`config.mk`:
```
export PLATFORM = sky130hd
export DESIGN_NAME = if_id_pipe
export DESIGN_NICKNAME = d
export VERILOG_FILES = /design/src/rtl/if_id_pkg.sv /design/src/rtl/if_id_entry.sv /design/src/rtl/if_id_pipe.sv
export SDC_FILE = /design/constraint.sdc
export NUM_CORES = 1
export LEC_CHECK = 0
export CAP_MARGIN = 20
export CELL_PAD_IN_SITES_DETAIL_PLACEMENT = 0
export CELL_PAD_IN_SITES_GLOBAL_PLACEMENT = 2
export CORE_ASPECT_RATIO = 0.9
export CORE_MARGIN = 2
export CORE_UTILIZATION = 20
export DETAILED_ROUTE_END_ITERATION = 8
export PLACE_DENSITY = 0.77
export SLEW_MARGIN = 20
export SYNTH_ARGS = -nofsm -noshare
export SYNTH_HDL_FRONTEND = slang
export SYNTH_HIERARCHICAL = 1
export SYNTH_SLANG_ARGS = --single-unit
```
`constraint.sdc`:
```
create_clock -name clk -period 1.3 [get_ports clk]
set_input_delay 0.325 -clock clk [delete_from_list [all_inputs] [get_ports clk]]
set_output_delay 0.325 -clock clk [all_outputs]
set_load 0.05 [all_outputs]
```
`src/rtl/if_id_pkg.sv`:
```
// Shared definitions for the fetch/decode pipeline register.
// The skid entry is built only when IF_ID_SKID_EN is defined.
package if_id_pkg;

    localparam int ILEN      = 32;
    localparam int MAX_LANES = 4;
    localparam int MAX_XLEN  = 64;

    // addi x0,x0,0 -- what decode sees in empty or masked lanes
    localparam logic [ILEN-1:0] NOP_INSTR_DEFAULT = 32'h0000_0013;

    typedef enum logic [1:0] {
        EMPTY = 2'd0,
        FULL  = 2'd1,
        SKID  = 2'd2
    } if_id_state_e;

    // Widest bundle any configuration can carry; narrower builds use the low bits.
    typedef struct packed {
        logic [MAX_XLEN-1:0]       pc;
        logic [MAX_LANES-1:0]      lane_valid;
        logic [MAX_LANES*ILEN-1:0] instr;
    } if_id_bundle_t;

endpackage

```
`src/rtl/if_id_entry.sv`:
```
// One bundle storage slot: loads on enable, clears synchronously to the bubble value.
module if_id_entry #(
    parameter int           W       = 32,
    parameter logic [W-1:0] CLR_VAL = '0
) (
    input  logic         clk,
    input  logic         rst,
    input  logic         clr,
    input  logic         load,
    input  logic [W-1:0] d,
    output logic [W-1:0] q
);

    logic [W-1:0] q_reg;

    // Clear wins over load so a flush can never leave stale data behind.
    always_ff @(posedge clk) begin
        if (rst || clr) begin
            q_reg <= CLR_VAL;
        end else if (load) begin
            q_reg <= d;
        end
    end

    assign q = q_reg;

endmodule

```
`src/rtl/if_id_pipe.sv`:
```
// Fetch -> decode pipeline register with ready/valid on both sides.
// Define IF_ID_SKID_EN for a two-entry version whose in_ready comes from a flop;
// otherwise a single entry is used and in_ready depends combinationally on out_ready.
module if_id_pipe
    import if_id_pkg::*;
#(
    parameter int              LANES     = 1,
    parameter int              XLEN      = 32,
    parameter logic [ILEN-1:0] NOP_INSTR = NOP_INSTR_DEFAULT
) (
    input  logic                  clk,
    input  logic                  rst,
    input  logic                  in_valid,
    output logic                  in_ready,
    input  logic [LANES*ILEN-1:0] in_instr,
    input  logic [XLEN-1:0]       in_pc,
    input  logic [LANES-1:0]      in_lane_valid,
    input  logic                  flush,
    output logic                  out_valid,
    input  logic                  out_ready,
    output logic [LANES*ILEN-1:0] out_instr,
    output logic [XLEN-1:0]       out_pc,
    output logic [LANES-1:0]      out_lane_valid
);

    localparam int IW = LANES * ILEN;
    localparam int W  = XLEN + LANES + IW;
    // Empty entries hold exactly what the outputs must show as a bubble.
    localparam logic [W-1:0] BUBBLE = {{XLEN{1'b0}}, {LANES{1'b0}}, {LANES{NOP_INSTR}}};

    logic [IW-1:0]  cap_instr;
    logic [W-1:0]   cap_bundle;
    logic [W-1:0]   main_d;
    logic [W-1:0]   main_q;
    logic           main_load;
    logic           main_clr;
    logic           in_xfer;
    logic           out_xfer;
    if_id_state_e   state_reg;
    if_id_state_e   state_next;

    // Invalid lanes are replaced by the bubble instruction at capture time.
    generate
        for (genvar gi = 0; gi < LANES; gi++) begin : g_lane
            assign cap_instr[gi*ILEN +: ILEN] =
                in_lane_valid[gi] ? in_instr[gi*ILEN +: ILEN] : NOP_INSTR;
        end
    endgenerate

    assign cap_bundle = {in_pc, in_lane_valid, cap_instr};
    assign out_valid  = (state_reg != EMPTY);
    assign {out_pc, out_lane_valid, out_instr} = main_q;
    assign in_xfer    = in_valid && in_ready;
    assign out_xfer   = out_valid && out_ready;

`ifdef IF_ID_SKID_EN
    logic         in_ready_reg;
    logic         skid_load;
    logic         skid_clr;
    logic [W-1:0] skid_q;

    // rst gates the flop so in_ready is low in the reset cycle and high right after.
    assign in_ready = in_ready_reg && !rst;

    // Next-state and entry control for the main + skid pair; flush overrides all.
    always_comb begin
        state_next = state_reg;
        main_load  = 1'b0;
        main_clr   = 1'b0;
        skid_load  = 1'b0;
        skid_clr   = 1'b0;
        main_d     = cap_bundle;
        unique case (state_reg)
            EMPTY: begin
                if (in_xfer) begin
                    main_load  = 1'b1;
                    state_next = FULL;
                end
            end
            FULL: begin
                if (in_xfer && out_xfer) begin
                    main_load = 1'b1;
                end else if (in_xfer) begin
                    skid_load  = 1'b1;
                    state_next = SKID;
                end else if (out_xfer) begin
                    main_clr   = 1'b1;
                    state_next = EMPTY;
                end
            end
            SKID: begin
                if (out_xfer) begin
                    main_d     = skid_q;
                    main_load  = 1'b1;
                    skid_clr   = 1'b1;
                    state_next = FULL;
                end
            end
            default: state_next = EMPTY;
        endcase
        if (flush) begin
            state_next = EMPTY;
            main_clr   = 1'b1;
            skid_clr   = 1'b1;
        end
    end

    // State register plus the registered in_ready that breaks the out_ready path.
    always_ff @(posedge clk) begin
        if (rst) begin
            state_reg    <= EMPTY;
            in_ready_reg <= 1'b1;
        end else begin
            state_reg    <= state_next;
            in_ready_reg <= (state_next != SKID);
        end
    end

    if_id_entry #(.W(W), .CLR_VAL(BUBBLE)) u_skid (
        .clk  (clk),
        .rst  (rst),
        .clr  (skid_clr),
        .load (skid_load),
        .d    (cap_bundle),
        .q    (skid_q)
    );
`else
    assign in_ready = !rst && (!out_valid || out_ready);

    // Next-state and entry control for the single-entry register; flush overrides all.
    always_comb begin
        state_next = state_reg;
        main_load  = 1'b0;
        main_clr   = 1'b0;
        main_d     = cap_bundle;
        unique case (state_reg)
            EMPTY: begin
                if (in_xfer) begin
                    main_load  = 1'b1;
                    state_next = FULL;
                end
            end
            FULL: begin
                if (in_xfer) begin
                    main_load = 1'b1;
                end else if (out_xfer) begin
                    main_clr   = 1'b1;
                    state_next = EMPTY;
                end
            end
            default: state_next = EMPTY;
        endcase
        if (flush) begin
            state_next = EMPTY;
            main_clr   = 1'b1;
        end
    end

    // State register for the single-entry build.
    always_ff @(posedge clk) begin
        if (rst) begin
            state_reg <= EMPTY;
        end else begin
            state_reg <= state_next;
        end
    end
`endif

    if_id_entry #(.W(W), .CLR_VAL(BUBBLE)) u_main (
        .clk  (clk),
        .rst  (rst),
        .clr  (main_clr),
        .load (main_load),
        .d    (main_d),
        .q    (main_q)
    );

endmodule

```
# Word level (Yosys, flattened, before mapping)
# Index checks and enable logic that the tools add are counted.
# Widths: inputs -> output; s select.
# totals
output_inout_bits	67
reg_bits	67
# op_classes
eq_ne	4
mux	11
n_reduce_logical	12
# op_table
cell	count
$mux 32	1
$mux 1	6
$mux 2	3
$ne 2x2->1 const B	3
$pmux 2 s2	1
$reduce_or 2->1	2
$logic_and 1x1->1	3
$reduce_and 3->1	1
$eq 2x1->1 const B	1
$logic_not 1->1	2
$logic_not 2->1	1
$logic_or 1x1->1	2
$reduce_bool 2->1	1

# Longest topological paths before layout
# logic_depth
ltp_word	9
ltp_mapped	6
ltp_nobuf	4

# Modules after synthesis
# The synthesis kept the hierarchy.
# by_module_without_submodules
mod	n_inst	cells_each	seq_area_each_um2	area_per_inst_um2
if_id_entry	1	211	1301.2	2312.2
if_id_pipe	1	43	20.0	279.0

# Least setup slack after synthesis
# Ideal clock, no wire load.
# synth_path
path_kind	register to output
startpoint	register state_reg[0]
endpoint	output in_ready
slack_ps	-369
arrival_time_ps	1344
path_stages_with_launch	3
path_buffers	0
path_cell_list	dfxtp_1 > nor2b_1 > nor2_1
# synth_between
elab_chain_cells	4
# synth_rtl
element	line_no	text
start, declared	if_id_pipe.sv:39	if_id_state_e state_reg;
start signal, assigned	if_id_pipe.sv:164	state_reg <= state_next;
$reduce_bool 2->1	if_id_pipe.sv:51	assign out_valid = (state_reg != EMPTY);
$logic_not 1->1	if_id_pipe.sv:128	assign in_ready = !rst && (!out_valid || out_ready);
$logic_or 1x1->1	if_id_pipe.sv:128	
$logic_and 1x1->1	if_id_pipe.sv:128	
end, declared	if_id_pipe.sv:14	output logic in_ready,
# Every way passes these cells.

# Final worst setup path
# Ends and elaborated chain as after synthesis.

==> out/metrics.cfg <==
[status]
status = finished, violations left
violations = negative setup slack

[final_layout]
layout-drive-gt1-share = 0.288
final_common_cell = buf_12
final_cell_mix = buf_12, clkdlybuf4s50_1, dfxtp_1, nor2_1, mux2i_1
postLayoutCellArea_um2 = 5480
largest_reg_flops = 65
diodes = 0
final_nets = 481
synthToLayoutAreaGrowth_pct = 111

[placed_design]
dp_slack_ns = -0.587
placed_area_um2 = 4930
hpwl_mm = 5.50
gp_congestion = 0.711
port_buffers = 136

[synth]
ys_seq_area_frac = 0.510
synth_warnings = 6
syn_inst = 254
synth_cell_types = 15
syn_nets = 324
synth_seq_cells = 66
syn_area_um2 = 2590
synth.avg_cell_area_um2 = 10.2

[timing]
timing_hold_violations_final = 0
rsz0062_at_grt = true
hold_ws_ns = 0.414
relSlewSlack = 0.832
fin_ws_ns = -0.197
finClkSkew_ns = 0.00428
maxSlewViolCount = 0
fmax_mhz = 668
tightest_slew_ns = 0.251
post-route-period-util = 1.15
setup-violations-final = 66
tns_ns = -7.31
finalCriticalPeriod_ns = 1.50

[pwr]
netSwitchingFraction = 0.236
peakVddDrop_uv = 728
clock_power_share = 0.449
p_comb_frac = 0.170
p_seq_frac = 0.381
intPower_mw = 4.20
p_switching_mw = 1.30
power.leakage_nw = 2.11
power.density_nw_per_um2 = 1000

[route]
drtAntennaViolNets = 0
routed_wl_mm = 7.95
drc = 0
viasPerCell = 3.92
wire_per_inst_um = 13.7
route.vias.total = 2276
dr.pass1.iters = 4
drt_iter0_drc = 64

[worst_setup_path]
required_ns = 0.98
cp.arrival_ns = 1.17
endpoint_kind = output pin
crit_path_start_kind = flop
path_class = reg -> out
critPathMaxFanout = 2

[clocking]
clkLatencyLatePin_ns = 0.33
cts_sinks = 66
htreeDepth = 3
cts_buffers = 9
ctsHoldBuffers = 0
path_clk_slew_ns = 0.05
clk_root_buffer_cell = clkbuf_16
cts_tree = built
cts.path.max_buffers = 2

[grt]
gr-total-overflow = 0
grt.total_usage = 0.119
grt_max_degree = 26
grt_pass1_vias = 2427
grt_pass1_wl_mm = 12.7
grt_antenna_before_repair = 0

[floorplan]
ios = 137
start_util = 0.204
coreArea_um2 = 12700
rows = 39
die_h_um = 112
die_x_um = 124
dieArea_um2 = 13900

[hold_path]
hold_path.class = in -> reg

[flow_run]
drv_cap = 0

stage by stage:
step	instances	power (mW)	utilization
2_1_floorplan	254	2.52	-
3_3_place_gp	555	2.98	0.389
3_5_place_dp	555	2.98	0.389
4_1_cts	580	5.61	0.430
5_1_grt	580	5.74	0.432
6_report	580	5.50	0.432
Yosys cell counts (all sizes together):
cell type   n  area, um2
a31o        1       8.76
and2       29        181
buf        15        111
clkbuf      2       10.0
dfxtp      66       1320
mux2i      65        651
nand2       3       11.3
nand2b      4       25.0
nor2       65        244
nor2b       1       6.26
nor3b       1       7.51
o21a        1       7.51
or2         1       6.26
power by group through the flow:
stage | clock network, mW | registers [mW] | logic (mW)
2_1_floorplan | 0 | 2.25 | 0.274
3_3_place_gp | 0 | 2.14 | 0.840
3_5_place_dp | 0 | 2.14 | 0.845
4_1_cts | 2.57 | 2.10 | 0.941
5_1_grt | 2.65 | 2.10 | 0.990
6_report | 2.47 | 2.10 | 0.932
metal layers:
layer | global-route usage | up-vias | wire length, um
met2 | 0.190 | 79 | 3700
met3 | 0.0548 | 9 | 757
li1 | - | 1147 | -
met1 | 0.143 | 1041 | 3410
met5 | 0 | - | 0
met4 | 0.0382 | 0 | 87
kinds of logic (layout without fill, tap and decap cells):
group	count (synthesis)	in the layout	share of synthesized area
buffers and inverters	17	179	0.0468
muxes	65	65	0.251
and+or+nand+nor	104	104	0.186
DFF	66	66	0.510
AOI/OAI and AO/OA	2	2	0.00628
critical path, cell delays in order, from the launching register on:
cell and delay (ns):
dfxtp_4 0.34, nor2b_4 0.13, buf_6 0.12, nor2_4 0.12
buf_12 0.14
repair_timing:
action                                  4_1_cts  5_1_grt
gates cloned                                  4        2
resized for setup                            22        6
endpoints found under the setup margin       66       66
buffers inserted                              5        0
pin swaps                                     3       10
layout make-up:
cell class                      instances  area [um2]
Fill cell                            1220        7210
Multi-Input combinational cell        171        1190
Clock inverter                          5        51.3
Timing Repair Buffer                  163        2450
Tap cell                              164         205
Clock buffer                           11         253
Sequential cell                        66        1330
path summary, 6_finish.rpt:
kind           startpoint           end  slack, ns  cells past startpoint
max          state_reg[0]      in_ready      -0.20                      4
min reg2reg   u_main/q[4]   u_main/q[4]       0.53                      2
max reg2reg  state_reg[0]  u_main/q[24]      -0.18                      7
min              in_valid  state_reg[0]       0.41                      2
Power figures use the tool's default switching activity.
